$ cat config.mk
export PLATFORM = sky130hd
export DESIGN_NAME = aes_pt_stream_gen
export DESIGN_NICKNAME = d
export VERILOG_FILES = /design/src/rtl/aes_pt_stream_gen.sv
export SDC_FILE = /design/constraint.sdc
export NUM_CORES = 1
export LEC_CHECK = 0
export CAP_MARGIN = 5
export CORE_AREA = 3 3 164 166
export CTS_BUF_LIST = sky130_fd_sc_hd__clkbuf_16
export DETAILED_ROUTE_END_ITERATION = 16
export DIE_AREA = 0 0 167 169
export PLACE_DENSITY = 0.7
export SLEW_MARGIN = 20
export SYNTH_ARGS = -nofsm -noshare
export SYNTH_HDL_FRONTEND = slang
export SYNTH_SLANG_ARGS = --single-unit
$ cat constraint.sdc
create_clock -name clk -period 4.6 [get_ports clk]
set_clock_uncertainty 0.15 [all_clocks]
set_input_delay 0.46 -clock clk [delete_from_list [all_inputs] [get_ports clk]]
set_output_delay 0.46 -clock clk [all_outputs]
set_load 0.02 [all_outputs]
$ cat src/rtl/aes_pt_stream_gen.sv
// aes_pt_stream_gen
// -----------------------------------------------------------------------------
// Purpose: on-chip plaintext source feeding the pipelined AES core. After a
// start pulse it emits count_i 128-bit blocks over a valid/ready handshake,
// at up to one block per clock. Blocks come from a seeded xorshift128
// generator whose state persists across runs.
//
// Build option: define AES_PT_TVLA_EN to interleave a fixed block for TVLA
// captures (even block index -> latched fixed block, odd -> random block).
// Without it every block is random and tvla_fixed_o is tied low.
//
// Ports:
//   clk          crypto clock (only clock)
//   reset        synchronous, active-high reset
//   start_i      one-cycle run start, accepted only in IDLE
//   count_i      number of blocks for the run, sampled on start_i
//   load_seed_i  load seed_i into the generator, accepted only in IDLE
//   seed_i       generator seed {x,y,z,w}; all-zero is replaced by 128'h1
//   fixed_pt_i   fixed TVLA block, sampled on start_i
//   data_o       current plaintext block (0 when not valid)
//   valid_o      data_o valid
//   ready_i      downstream accept; transfer on valid_o && ready_i
//   tvla_fixed_o current block is the fixed block
//   busy_o       run in progress
//   done_o       one-cycle pulse at end of run
//   sent_o       blocks accepted in the current or last run
// -----------------------------------------------------------------------------
module aes_pt_stream_gen #(
   parameter int pPT_WIDTH    = 128,
   parameter int pCOUNT_WIDTH = 16
) (
   input  logic                    clk,
   input  logic                    reset,
   input  logic                    start_i,
   input  logic [pCOUNT_WIDTH-1:0] count_i,
   input  logic                    load_seed_i,
   input  logic [127:0]            seed_i,
   input  logic [127:0]            fixed_pt_i,
   output logic [pPT_WIDTH-1:0]    data_o,
   output logic                    valid_o,
   input  logic                    ready_i,
   output logic                    tvla_fixed_o,
   output logic                    busy_o,
   output logic                    done_o,
   output logic [pCOUNT_WIDTH-1:0] sent_o
);

   typedef enum logic [1:0] {
      IDLE = 2'd0,
      RUN  = 2'd1,
      DONE = 2'd2
   } state_t;

   localparam logic [pCOUNT_WIDTH-1:0] CNT_ONE = pCOUNT_WIDTH'(1);

   state_t                  state, state_nxt;
   logic [127:0]            prng, prng_nxt;
   logic [pCOUNT_WIDTH-1:0] sent, sent_nxt;
   logic [pCOUNT_WIDTH-1:0] count_lat, count_nxt;
   logic [127:0]            fixed_lat, fixed_nxt;
   logic [pCOUNT_WIDTH-1:0] sent_inc;
   logic                    fixed_sel;

   // One xorshift128 step on the packed state {x,y,z,w}.
   function automatic logic [127:0] xs_step(input logic [127:0] s);
      logic [31:0] x, y, z, w, t, w_new;
      x     = s[127:96];
      y     = s[95:64];
      z     = s[63:32];
      w     = s[31:0];
      t     = x ^ (x << 11);
      w_new = w ^ (w >> 19) ^ t ^ (t >> 8);
      return {y, z, w, w_new};
   endfunction

   // xorshift128 locks up at zero, so a zero seed is replaced by 1.
   function automatic logic [127:0] seed_fix(input logic [127:0] s);
      return (s == 128'd0) ? 128'h1 : s;
   endfunction

   // The block index and sent count are cleared together and step on the
   // same handshake, so the index parity is taken straight from sent.
`ifdef AES_PT_TVLA_EN
   assign fixed_sel = ~sent[0];
`else
   logic unused_fixed;
   assign fixed_sel    = 1'b0;
   assign unused_fixed = ^fixed_lat;
`endif

   // count_i <= 2^W-1 and sent stops at count, so this never wraps.
   assign sent_inc = sent + CNT_ONE;

   always_comb begin
      state_nxt = state;
      prng_nxt  = prng;
      sent_nxt  = sent;
      count_nxt = count_lat;
      fixed_nxt = fixed_lat;
      case (state)
         IDLE: begin
            // Seed first so a simultaneous start emits the new seed.
            if (load_seed_i) prng_nxt = seed_fix(seed_i);
            if (start_i) begin
               count_nxt = count_i;
               fixed_nxt = fixed_pt_i;
               sent_nxt  = '0;
               state_nxt = (count_i == '0) ? DONE : RUN;
            end
         end
         RUN: begin
            if (ready_i) begin
               sent_nxt = sent_inc;
               // Fixed blocks do not consume a generator step.
               if (!fixed_sel) prng_nxt = xs_step(prng);
               if (sent_inc == count_lat) state_nxt = DONE;
            end
         end
         DONE: begin
            state_nxt = IDLE;
         end
         default: begin
            state_nxt = IDLE;
         end
      endcase
   end

   always_ff @(posedge clk) begin
      if (reset) begin
         state <= IDLE;
         prng  <= 128'h1;
         sent  <= '0;
      end else begin
         state <= state_nxt;
         prng  <= prng_nxt;
         sent  <= sent_nxt;
      end
   end

   // Run parameters are only read while RUN, so they need no reset.
   always_ff @(posedge clk) begin
      count_lat <= count_nxt;
      fixed_lat <= fixed_nxt;
   end

   assign valid_o      = (state == RUN);
   assign busy_o       = (state == RUN);
   assign done_o       = (state == DONE);
   assign sent_o       = sent;
   assign tvla_fixed_o = valid_o & fixed_sel;
   assign data_o       = valid_o ? pPT_WIDTH'(fixed_sel ? fixed_lat : prng)
                                 : '0;

endmodule

==> flow_metrics.tcl <==
set metrics [dict create \
    cts_hold_buffers 0 \
    syn_area_um2 9000 \
    tightest_slew_ns 1.10 \
    setup.worst_path.end_class "output port" \
    grt.met3_usage 0.0567 \
    finalMaxSlewViolations 0 \
    ir_worst_vdd_v 0.000279 \
    synth_cells 1124 \
    syn_avg_cell_area_um2 8.01 \
    critPathKind "flop to output port" \
    post_cts_buffers 0 \
    cts_made_buffers 17 \
    rows 59 \
    die-area_um2 28200 \
    yosysTopAreaCellShare 0.325 \
    start_util 0.349 \
    die_h_um 169 \
    routed_via_density 5.58 \
    p_per_area_nw_per_um2 357 \
    synth-seq-cells 162 \
    grtUsageMet1 0.381 \
    cts_tree "done" \
    cts.sink_count 162 \
    drive_above_1_share 0.0444 \
    drv_cap 0 \
    io_buffers 295 \
    drt-total-wl_um 39300 \
    crit_path_max_incr_delay_ns 0.68 \
    startpoint_type "flop" \
    first_global_vias 9109 \
    worstPathRequired_ns 3.99 \
    drcViolationCount 0 \
    grt_pass1_wl_um 57700 \
    dp.cells 1678 \
    top_usage_layer "met2" \
    diodes 0 \
    grt_max_degree 98 \
    synthTopCellsByArea "dfxtp_1 (32%), and2_1 (9.0%), a211oi_1 (8.5%)" \
    firstDrtPassIters 5 \
    timing.critical_path.fanout_max 56 \
    met2_usage 0.410 \
    fin_crit_sh 0.680 \
    crit_chain "nand2b_4 > clkinv_2 > buf_4 > and2_1 > clkdlybuf4s50_1" \
    die_x_um 167 \
    grtUsageTotal 0.268 \
    via_count 9550 \
    clk_pin_slew_ns 0.07 \
    cts_resized 0 \
    synth_cell_types 51 \
    ys_seq_area_frac 0.378 \
    finalSetupViolCount 0 \
    status "finished, final reports clean" \
    nNetsFinal 1640 \
    yosysWarnings 0 \
    ctsRootBufferMaster "clkbuf_16" \
    place.gp.congestion 0.923 \
    clkLatencyLatePin_ns 0.44 \
    cpMaxStageDelayCell "clkdlybuf4s50_1" \
    synth_top_area_cell "dfxtp_1" \
    rsz0062_at_grt "no" \
    arrival_ns 2.52 \
    hpwl_um 30000 \
    synthArstFlopShare 0 \
    fmax_ghz 0.320 \
    hold_path_class "flop to flop" \
    area_growth_pct 41.4 \
    detail_route.iter0.violations 974 \
    slew_headroom 0.267 \
    coreArea_um2 25800 \
    ant_nets 0 \
    wl_per_cell_um 23.0 \
    overflow 0 \
    leakage_nw 4.45 \
    post-route-min-period_ns 3.13 \
    fin_cells 1710 \
    synth_edf_count 16 \
    ios 425 \
    h-tree-depth 4 \
    hold_violations 0 \
    synth_fp_nets 1402 \
    cts_buffer_depth 2 \
    synth_ff_type "dfxtp_1" \
    antenna_found_initial 0 \
    final.setup.tns_ns 0 \
]
-- cell families (layout without fill, tap and decap cells) --
family,after synthesis,count (layout),share of synthesized area
AO/OA/AOI/OAI,220,220,0.158
flip-flops,162,162,0.378
buffers and inverters,97,348,0.0496
XOR/XNOR,107,107,0.105
multiplexers,4,4,0.00445
AND/OR/NAND/NOR,532,532,0.303
adder cells (fa/ha/maj),1,1,0.00139
other,1,1,0.000417
-- stage by stage --
| step | total power, W | hold slack [ns] | utilization | worst slack (ns) | area, µm² |
|---|---|---|---|---|---|
| detailed placement | 0.00303 | 0.334 | 0.470 | 1.52 | 12100 |
| floorplan | 0.00250 | 0.307 | - | 1.74 | 9000 |
| finish | 0.00454 | 0.342 | 0.494 | 1.47 | 12700 |
| global route | 0.00473 | 0.362 | 0.494 | 1.36 | 12700 |
| CTS | 0.00454 | 0.343 | 0.494 | 1.48 | 12700 |
| global placement | 0.00302 | 0.321 | 0.470 | 1.56 | 12100 |
-- final cells by class --
type,instances,area [µm²]
Clock buffer,17,425
Clock inverter,15,198
Fill cell,2468,13000
Inverter,6,23.8
Multi-Input combinational cell,865,5170
Sequential cell,162,3400
Tap cell,335,419
Timing Repair Buffer,310,3090
-- synth_stat cells (3+ instances only) --
master	count
xor2_1	22
edfxtp_1	16
nor4_1	43
buf_4	5
nand2b_1	3
nand4_1	14
nand2_1	31
clkbuf_1	75
nor3b_1	3
nor3_1	112
and2_1	129
buf_2	3
xnor2_1	84
a21oi_1	52
o21ai_0	49
nand3_1	9
nor2_1	166
clkbuf_8	6
mux2i_1	4
a211oi_1	102
or3_1	5
dfxtp_1	146
and3_1	5
a22oi_1	4
inv_1	5
-- state kept, by name (all words and copies together) (netlist names) --
| name | flops |
|---|---|
| state | 2 |
| sent_o | 16 |
| prng | 128 |
| count_lat | 16 |
-- final timing paths --
kind	startpoint	to	slack [ns]	cells after the start
worst max register to register	sent_o[0]$_SDFFE_PP0P_	state[0]$_SDFFE_PP0P_	1.58	7
worst max-delay path	state[1]$_SDFFE_PP0P_	data_o[20]	1.47	5
worst min register to register	prng[47]$_SDFFE_PP0P_	prng[47]$_SDFFE_PP0P_	0.34	2
worst min-delay path	prng[47]$_SDFFE_PP0P_	prng[47]$_SDFFE_PP0P_	0.34	2
-- routing by layer --
layer	routed length [µm]	up-vias	part of all wire
li1	-	4424	-
met1	17500	4499	0.45
met2	17000	564	0.43
met3	3660	63	0.093
met4	1110	0	0.028
met5	0	-	0
-- critical path, delay by kind of cell (launching register included) --
family	cells	cell delay (ns)
AND/OR/NAND/NOR	2	0.55
flip-flops	1	0.38
buffers and inverters	3	1.16
-- report_power, final --
group / internal, W / switching, W / total (W)
Combinational: 0.000594 / 0.000718 / 0.00131
Sequential: 0.00157 / 0.000142 / 0.00171
Clock: 0.000831 / 0.000689 / 0.00152
Total: 0.00299 / 0.00155 / 0.00454
-- layout by cell type, fill, tap and decap left out, drive strengths merged, types with 10 or more instances in the layout --
cell / Yosys / layout
inv: 5 / 11
buf: 10 / 16
edfxtp: 16 / 16
nor4: 45 / 45
nand3: 10 / 10
and2: 129 / 129
nand4: 15 / 15
dfxtp: 146 / 146
a211oi: 103 / 103
nand2: 31 / 31
clkbuf: 81 / 17
nor3: 112 / 112
xnor2: 85 / 85
o21ai: 49 / 49
xor2: 22 / 22
clkdlybuf4s50: 0 / 294
a21oi: 52 / 52
nor2: 166 / 166
No activity file was read; power rests on OpenSTA's default activity.
